$ cat src/rtl/i2c_reg_slave.sv
// i2c_reg_slave -- I2C target exposing a simple 8-bit register map.
//
// Bus protocol: START, 7-bit device address + R/W, then either
//   write: register pointer byte, then data bytes (each ACKed, one reg_we each)
//   read : data bytes from the pointer, master ACK continues, NACK ends.
// The pointer auto-increments after every data byte and persists across
// transactions. SCL is never stretched.
//
// Optional feature macro: I2C_SPIKE_FILTER_EN
//   defined   : synchronized SCL/SDA must hold a new level for FILT_LEN
//               consecutive clk samples before it is accepted.
//   undefined : synchronizer outputs are used directly.
//
// Ports
//   clk        system clock, rising edge
//   rst_n      asynchronous active-low reset
//   scl        I2C clock from the bus (asynchronous)
//   sda_in     I2C data as seen on the pad (asynchronous)
//   sda_oe     1 = pull SDA low, 0 = release
//   reg_addr   register pointer
//   reg_wdata  write data, valid with reg_we
//   reg_we     one-cycle write strobe
//   reg_re     one-cycle read strobe, reg_rdata sampled the cycle after
//   reg_rdata  read data from the register map
module i2c_reg_slave #(
   parameter logic [6:0] SLAVE_ID = 7'h24,
   parameter int         FILT_LEN = 3
) (
   input  logic       clk,
   input  logic       rst_n,
   input  logic       scl,
   input  logic       sda_in,
   output logic       sda_oe,
   output logic [7:0] reg_addr,
   output logic [7:0] reg_wdata,
   output logic       reg_we,
   output logic       reg_re,
   input  logic [7:0] reg_rdata
);

   typedef enum logic [3:0] {
      IDLE, DEV_ADDR, DEV_ACK, REG_ADDR, REG_ACK,
      WR_DATA, WR_ACK, RD_DATA, RD_ACK, IGNORE
   } state_t;

   // ---------------------------------------------------------------
   // Input conditioning. Bit 1 carries SCL, bit 0 carries SDA.
   // ---------------------------------------------------------------
   logic [1:0] sync1_q, sync2_q;
   logic [1:0] lvl;

   always_ff @(posedge clk or negedge rst_n) begin
      if (!rst_n) begin
         sync1_q <= 2'b11;
         sync2_q <= 2'b11;
      end else begin
         sync1_q <= {scl, sda_in};
         sync2_q <= sync1_q;
      end
   end

`ifdef I2C_SPIKE_FILTER_EN
   localparam int FCW = (FILT_LEN > 1) ? $clog2(FILT_LEN + 1) : 1;
   logic [1:0]          flt_q;
   logic [1:0][FCW-1:0] fcnt_q;

   // Count consecutive samples that differ from the accepted level; any
   // sample agreeing with it restarts the count.
   always_ff @(posedge clk or negedge rst_n) begin
      if (!rst_n) begin
         flt_q  <= 2'b11;
         fcnt_q <= '0;
      end else begin
         for (int i = 0; i < 2; i++) begin
            if (sync2_q[i] == flt_q[i]) begin
               fcnt_q[i] <= '0;
            end else if (fcnt_q[i] == FCW'(FILT_LEN - 1)) begin
               flt_q[i]  <= sync2_q[i];
               fcnt_q[i] <= '0;
            end else begin
               fcnt_q[i] <= fcnt_q[i] + 1'b1;
            end
         end
      end
   end

   assign lvl = flt_q;
`else
   assign lvl = sync2_q;
`endif

   // Edge detection stays blind until the conditioned levels reflect the
   // real bus; otherwise a reset released while SDA is held low with SCL
   // high would look like a START. Long enough for either build.
   localparam int PRIME = FILT_LEN + 3;
   logic [7:0] prime_q;
   logic       primed;
   logic [1:0] lvl_p_q;

   assign primed = (prime_q == 8'(PRIME));

   always_ff @(posedge clk or negedge rst_n) begin
      if (!rst_n) begin
         prime_q <= '0;
         lvl_p_q <= 2'b11;
      end else begin
         if (!primed) prime_q <= prime_q + 8'd1;
         lvl_p_q <= lvl;
      end
   end

   logic scl_f, sda_f, scl_p, sda_p;
   logic scl_rise, scl_fall, start_det, stop_det;

   assign scl_f     = lvl[1];
   assign sda_f     = lvl[0];
   assign scl_p     = lvl_p_q[1];
   assign sda_p     = lvl_p_q[0];
   assign scl_rise  = primed &  scl_f & ~scl_p;
   assign scl_fall  = primed & ~scl_f &  scl_p;
   assign start_det = primed & scl_f & scl_p &  sda_p & ~sda_f;
   assign stop_det  = primed & scl_f & scl_p & ~sda_p &  sda_f;

   // ---------------------------------------------------------------
   // Protocol FSM
   // ---------------------------------------------------------------
   state_t     state_q, state_d;
   logic [3:0] cnt_q, cnt_d;
   logic [7:0] sh_q, sh_d;
   logic [7:0] tx_q, tx_d;
   logic       rw_q, rw_d;
   logic       mack_q, mack_d;
   logic       sda_oe_q, sda_oe_d;
   logic [7:0] addr_q, addr_d;
   logic [7:0] wdata_q, wdata_d;
   logic       we_q, we_d;
   logic       re_q, re_d;
   logic       ld_q, ld_d;
   logic       byte_done;

   assign byte_done = scl_fall && (cnt_q == 4'd8);

   always_ff @(posedge clk or negedge rst_n) begin
      if (!rst_n) begin
         state_q  <= IDLE;
         cnt_q    <= '0;
         sh_q     <= '0;
         tx_q     <= '0;
         rw_q     <= 1'b0;
         mack_q   <= 1'b0;
         sda_oe_q <= 1'b0;
         addr_q   <= '0;
         wdata_q  <= '0;
         we_q     <= 1'b0;
         re_q     <= 1'b0;
         ld_q     <= 1'b0;
      end else begin
         state_q  <= state_d;
         cnt_q    <= cnt_d;
         sh_q     <= sh_d;
         tx_q     <= tx_d;
         rw_q     <= rw_d;
         mack_q   <= mack_d;
         sda_oe_q <= sda_oe_d;
         addr_q   <= addr_d;
         wdata_q  <= wdata_d;
         we_q     <= we_d;
         re_q     <= re_d;
         ld_q     <= ld_d;
      end
   end

   always_comb begin
      state_d  = state_q;
      cnt_d    = cnt_q;
      sh_d     = sh_q;
      tx_d     = tx_q;
      rw_d     = rw_q;
      mack_d   = mack_q;
      sda_oe_d = sda_oe_q;
      addr_d   = addr_q;
      wdata_d  = wdata_q;
      we_d     = 1'b0;
      re_d     = 1'b0;
      ld_d     = re_q;

      // Pointer advances the cycle after each write strobe.
      if (we_q) addr_d = addr_q + 8'd1;

      // Read data arrives the cycle after reg_re. When the load follows a
      // master ACK we are already in RD_DATA with SCL low, so the first bit
      // goes straight onto the bus; after DEV_ACK it waits for SCL fall.
      if (ld_q) begin
         tx_d = reg_rdata;
         if (state_q == RD_DATA) begin
            sda_oe_d = ~reg_rdata[7];
            tx_d     = {reg_rdata[6:0], 1'b0};
         end
      end

      if (stop_det) begin
         state_d  = IDLE;
         cnt_d    = '0;
         sda_oe_d = 1'b0;
      end else if (start_det) begin
         state_d  = DEV_ADDR;
         cnt_d    = '0;
         sda_oe_d = 1'b0;
      end else begin
         if (scl_rise && (state_q inside {DEV_ADDR, REG_ADDR, WR_DATA, RD_DATA}))
            cnt_d = cnt_q + 4'd1;
         if (scl_rise && (state_q inside {DEV_ADDR, REG_ADDR, WR_DATA}))
            sh_d = {sh_q[6:0], sda_f};

         case (state_q)
            DEV_ADDR: if (byte_done) begin
               cnt_d = '0;
               if (sh_q[7:1] == SLAVE_ID) begin
                  state_d  = DEV_ACK;
                  sda_oe_d = 1'b1;
                  rw_d     = sh_q[0];
                  re_d     = sh_q[0];
               end else begin
                  state_d = IGNORE;
               end
            end
            DEV_ACK: if (scl_fall) begin
               if (rw_q) begin
                  state_d  = RD_DATA;
                  sda_oe_d = ~tx_q[7];
                  tx_d     = {tx_q[6:0], 1'b0};
               end else begin
                  state_d  = REG_ADDR;
                  sda_oe_d = 1'b0;
               end
            end
            REG_ADDR: if (byte_done) begin
               cnt_d    = '0;
               addr_d   = sh_q;
               state_d  = REG_ACK;
               sda_oe_d = 1'b1;
            end
            REG_ACK: if (scl_fall) begin
               state_d  = WR_DATA;
               sda_oe_d = 1'b0;
            end
            WR_DATA: if (byte_done) begin
               cnt_d    = '0;
               we_d     = 1'b1;
               wdata_d  = sh_q;
               state_d  = WR_ACK;
               sda_oe_d = 1'b1;
            end
            WR_ACK: if (scl_fall) begin
               state_d  = WR_DATA;
               sda_oe_d = 1'b0;
            end
            RD_DATA: if (scl_fall) begin
               if (cnt_q == 4'd8) begin
                  cnt_d    = '0;
                  state_d  = RD_ACK;
                  sda_oe_d = 1'b0;
               end else begin
                  sda_oe_d = ~tx_q[7];
                  tx_d     = {tx_q[6:0], 1'b0};
               end
            end
            RD_ACK: begin
               if (scl_rise) mack_d = sda_f;
               // Every byte sent consumes its address, so the pointer
               // ends one past the last byte read.
               if (scl_fall) begin
                  addr_d = addr_q + 8'd1;
                  if (!mack_q) begin
                     state_d = RD_DATA;
                     re_d    = 1'b1;
                  end else begin
                     state_d = IGNORE;
                  end
               end
            end
            default: ;
         endcase
      end
   end

   assign sda_oe    = sda_oe_q;
   assign reg_addr  = addr_q;
   assign reg_wdata = wdata_q;
   assign reg_we    = we_q;
   assign reg_re    = re_q;

endmodule

$ cat config.mk
export PLATFORM = sky130hd
export DESIGN_NAME = i2c_reg_slave
export DESIGN_NICKNAME = d
export VERILOG_FILES = /design/src/rtl/i2c_reg_slave.sv
export SDC_FILE = /design/constraint.sdc
export NUM_CORES = 1
export LEC_CHECK = 0
export ABC_CLOCK_PERIOD_IN_PS = 6150
export CAP_MARGIN = 20
export CORE_MARGIN = 3
export CORE_UTILIZATION = 55
export CTS_BUF_LIST = sky130_fd_sc_hd__clkbuf_4 sky130_fd_sc_hd__clkbuf_8
export CTS_CLUSTER_SIZE = 30
export DETAILED_ROUTE_END_ITERATION = 10
export PLACE_DENSITY = 0.77
export SLEW_MARGIN = 5
export SYNTH_ARGS = -nofsm -noshare
export SYNTH_HDL_FRONTEND = slang
export SYNTH_SLANG_ARGS = --single-unit
$ cat constraint.sdc
create_clock -name clk -period 6.15 [get_ports clk]
set_input_delay 1.23 -clock clk [delete_from_list [all_inputs] [get_ports clk]]
set_output_delay 1.23 -clock clk [all_outputs]
set_load 0.1 [all_outputs]
[After elaboration in Yosys (flattened, before gate mapping)]
Cells that the tools add are included.
Storage, ports and cells
  register bits: 60
  bits in latches: 0
  memory bits (writable): 0
  ROM bits: 0
  bits of input ports: 12
  output and inout port bits: 19
  word-level logic and storage cells: 129
  memories: 0
Operators by class
  add/subtract/negate cells: 3
  multipliers: 0
  divide/modulo/power cells: 0
  order comparisons: 0
  equality and inequality tests: 19
  shift operators: 0
  multiplexer cells: 60
  bitwise logic cells: 17
  reduce and logical (&&, ||, !) cells: 14
Operators by type and width (count)
  8-bit two-way mux: 13
  4-bit two-way mux: 18
  8-bit one-hot mux with 2 select lines: 2
  4-bit inequality test, second input constant: 7
  4-bit one-hot mux with 7 select lines: 1
  1-bit two-way mux: 22
  8-bit by 1-bit adder with 8-bit output, second input constant: 2
  4-bit by 3-bit == test with 1-bit output, second input constant: 4
  1-bit bitwise AND: 9
  9-bit AND reduction: 1
  9-bit nonzero test: 1
  4-bit by 2-bit == test with 1-bit output, second input constant: 2
  4-bit == test, second input constant: 2
  8-bit by 3-bit == test with 1-bit output, second input constant: 1
  1-bit inverter: 8
  4-bit one-hot mux with 2 select lines: 1
  4-bit AND reduction: 2
  7-bit by 6-bit == test with 1-bit output, second input constant: 1
  1-bit one-hot mux with 5 select lines: 1
  5-bit AND reduction: 1
  4-bit by 1-bit adder with 4-bit output, second input constant: 1
  4-bit by 1-bit == test with 1-bit output, second input constant: 1
  4-bit by 1-bit inequality test with 1-bit output, second input constant: 1
  4-bit nonzero test: 1
  7 further kinds: 10

[Longest topological paths before layout]
  word-level depth: 10
  gate-level depth with buffers: 8

[Least setup slack after synthesis]
Ideal clock, no wire load.
  path type: register to output
  start point: register addr_q[4], in the netlist reg_addr[4]
  end point: output reg_addr[4]
  arrival time: 0.979 ns
  data required time: 4.920 ns
  setup slack: 3.941 ns
  stages on the path, launching flop included: 1
  cell sequence: dfrtp_1
RTL lines
  start, declared: RTL line 134  | logic [7:0] addr_q, addr_d;
  start signal, assigned: RTL line 165  | addr_q <= addr_d;
  end, declared: RTL line 34  | output logic [7:0] reg_addr,
No word-level cell between the ends.

[Final worst setup path]
  start point: register we_q, in the netlist reg_we
  end point: output reg_we
RTL lines
  start, declared: RTL line 136  | logic we_q, we_d;
  start signal, assigned: RTL line 167  | we_q <= we_d;
  end, declared: RTL line 36  | output logic reg_we,
No word-level cell between the ends.

==> reports/metrics.cfg <==
[pwr]
power_switching_uw=246
intPower_uw=765
power_frac_comb=0.088
clkPwrFrac=0.443
power_mw=1.01
switching_share=0.243
seqPwrFrac=0.469
vdd_drop_max_uv=263
power_density_nw_per_um2=262
power.static_leakage_nw=1.62

[yosys]
yosysSeqAreaShare=0.461
synth_edf_count=0
ys_ff_latch=60
yosysWarnings=0
synth_area_um2=3280
synthMuxAreaShare=0.101
synthXorXnorAreaFrac=0.0561
synth_nets=336
syn_inst=319
synth_cell_types=56
yosys.area_share.simple=0.225
synth.avg_cell_area_um2=10.3
synth_compound_area_frac=0.112
synth_top_family_by_area=simple AND/OR/NAND/NOR gates
synthArstFlopShare=1.00
synthAdderAreaFrac=0.0191
ys.flop_type=dfrtp_1

[clock_network]
cts_root_buf=clkbuf_8
cts_tree=yes
hold_buffers=0
clk_path_buf_depth=2
cts_htree_levels=3
cts_resized=0
cts_buffers=9
clock-sinks=60
insertion_delay_ns=0.34
clk_pin_slew_ns=0.07
cts_setup_buffers=0

[floorplan]
die_height_um=83.2
ios=31
core-area_um2=5640
initial_utilization=0.581
dieArea_um2=6920
rows=27
die_width_um=83.2

[routing]
wl_per_cell_um=16.1
drt_iter0_markers=247
vias_per_cell=5.99
wl_um=6810
vias=2534
drt_pass1_iterations=5
drc_errors=0
drtAntennaViolNets=0

[setup_path]
r2r_start=prime_q[0]
critical_path.top_delay_family=buffers and inverters
path_buf_inv=1
r2r-end=reg_addr[6]
critPathArrivalTime_ns=2.03
crit_required_ns=4.92
slowest_delay_ns=1.19
crit_chain=clkdlybuf4s50_1
startpoint_type=flip-flop
rrSetupSlack_ns=3.56
slowest_stage=clkdlybuf4s50_1
worstSetupPathType=flip-flop to output port
worstSetupEndpointType=output port
reg2reg_depth=7
path_max_fanout=10

[finish]
antenna_cells=0
design_area_um2=3860
drive_gt1_frac=0.188
final_cell_mix=dfrtp_1 (54), nor2_1 (37), nand2_1 (34)
layout_commonest_cell=dfrtp_1
synthToLayoutAreaGrowth_pct=17.8
fin_nets=363

[placement]
gp_congestion=0.911
place.detailed.hpwl_um=4700
postPlaceCellArea_um2=3610
port_buffers=30

[timing]
clock.fmax_mhz=306
fin_setup_tns_ns=0
fin_crit_sh=0.531
grt_setup_unrepaired=no
tightest_slew_ns=0.995
fin_crit_ns=3.26
drv_slew=0
finalSetupViolations=0
finalClockSkew_ns=0.00656
hold_viol_final=0
maxSlewHeadroom=0.335

[grt]
grt_start_max_net_pins=61
grt_pass1_vias=2486
grt_pass1_wl_um=11700
gr-total-overflow=0
grtUsageTotal=0.209
antenna_found_initial=0

[min_path]
hp-class=flip-flop to flip-flop
whs_path_depth=0
holdPathEnd=lvl[1]
hp-start=sync1_q[1]

[flow_run]
max-cap-violations=0

[outcome]
status=finished, final reports clean

## layout make-up
class	count	area (um2)
sequential	60	1510
clock buffer	12	159
fill	424	1780
tap	72	90.1
timing repair buffer	32	310
clock inverter	4	95.1
inverter	5	18.8
multi-input combinational	238	1680
## layer usage
layer	part of all wire	global-route usage	vias to the layer above
met5	0	0	-
met4	0.023	0.0981	0
met3	0.047	0.0437	18
met2	0.46	0.321	67
met1	0.47	0.282	1242
li1	-	-	1207
## synth_stat cells (2+ instances only)
library cell,number,share of area
clkbuf_1,9,0.010
o211ai_1,3,0.0069
and3_1,4,0.0076
a221o_1,2,0.0061
xnor2_1,11,0.029
nand4_1,7,0.013
o22ai_1,2,0.0038
o21ai_0,14,0.021
nand2_1,34,0.039
o311ai_0,2,0.0053
a211oi_1,2,0.0046
o21a_1,2,0.0046
nor2_1,37,0.042
dfrtp_1,54,0.41
nand3b_1,3,0.0069
nor4b_1,2,0.0053
mux2i_1,6,0.018
a31oi_1,11,0.021
nand4b_1,3,0.0080
buf_1,4,0.0046
buf_2,2,0.0031
a21oi_1,4,0.0061
o31a_1,2,0.0053
nand3_1,8,0.012
nor3_1,8,0.012
and4_2,2,0.0061
inv_1,5,0.0057
mux2_2,24,0.083
nand2b_1,4,0.0076
ha_1,5,0.019
xor2_1,10,0.027
nor4b_4,3,0.022
dfstp_2,6,0.048
nor2b_1,2,0.0038
## flip-flops by register name, summed over array words and instances, names as in the netlist, 2 cells and up
name / cells
prime_q: 8
reg_addr: 8
reg_wdata: 8
sh_q: 8
tx_q: 8
cnt_q: 4
state_q: 4
lvl: 2
lvl_p_q: 2
sync1_q: 2
## power groups by stage
stage	Clock, mW	Combinational, mW	Sequential, mW
final	0.448	0.0888	0.474
after global routing	0.473	0.102	0.479
after CTS	0.453	0.0900	0.472
after detailed placement	0	0.0898	0.480
after global placement	0	0.0848	0.478
after floorplan	0	0.0673	0.456
## metrics by stage
stage	hold slack, ns	std cells	utilization	setup slack, ns
floorplan	0.345	319	-	3.94
global placement	0.346	407	0.639	3.26
detailed placement	0.347	407	0.639	3.25
CTS	0.356	423	0.684	2.89
global route	0.364	423	0.684	2.82
finish	0.356	423	0.684	2.89
## cell families after synthesis
family / after synthesis
buffers and inverters: 21
AOI/OAI and AO/OA: 53
muxes: 30
adders and majority gates: 5
and+or+nand+nor: 129
DFF: 60
xor gates and xnor gates: 21
## worst max path at each step
stage | startpoint | endpoint | slack, ns | cells past startpoint
final | reg_we | reg_we | 2.89 | 1
after global routing | reg_we | reg_we | 2.82 | 1
after CTS | reg_we | reg_we | 2.89 | 1
after detailed placement | reg_we | reg_we | 3.25 | 1
after global placement | reg_we | reg_we | 3.26 | 1
after floorplan | reg_addr[4] | reg_addr[4] | 3.94 | 0
(Power assumes the default switching activity.)
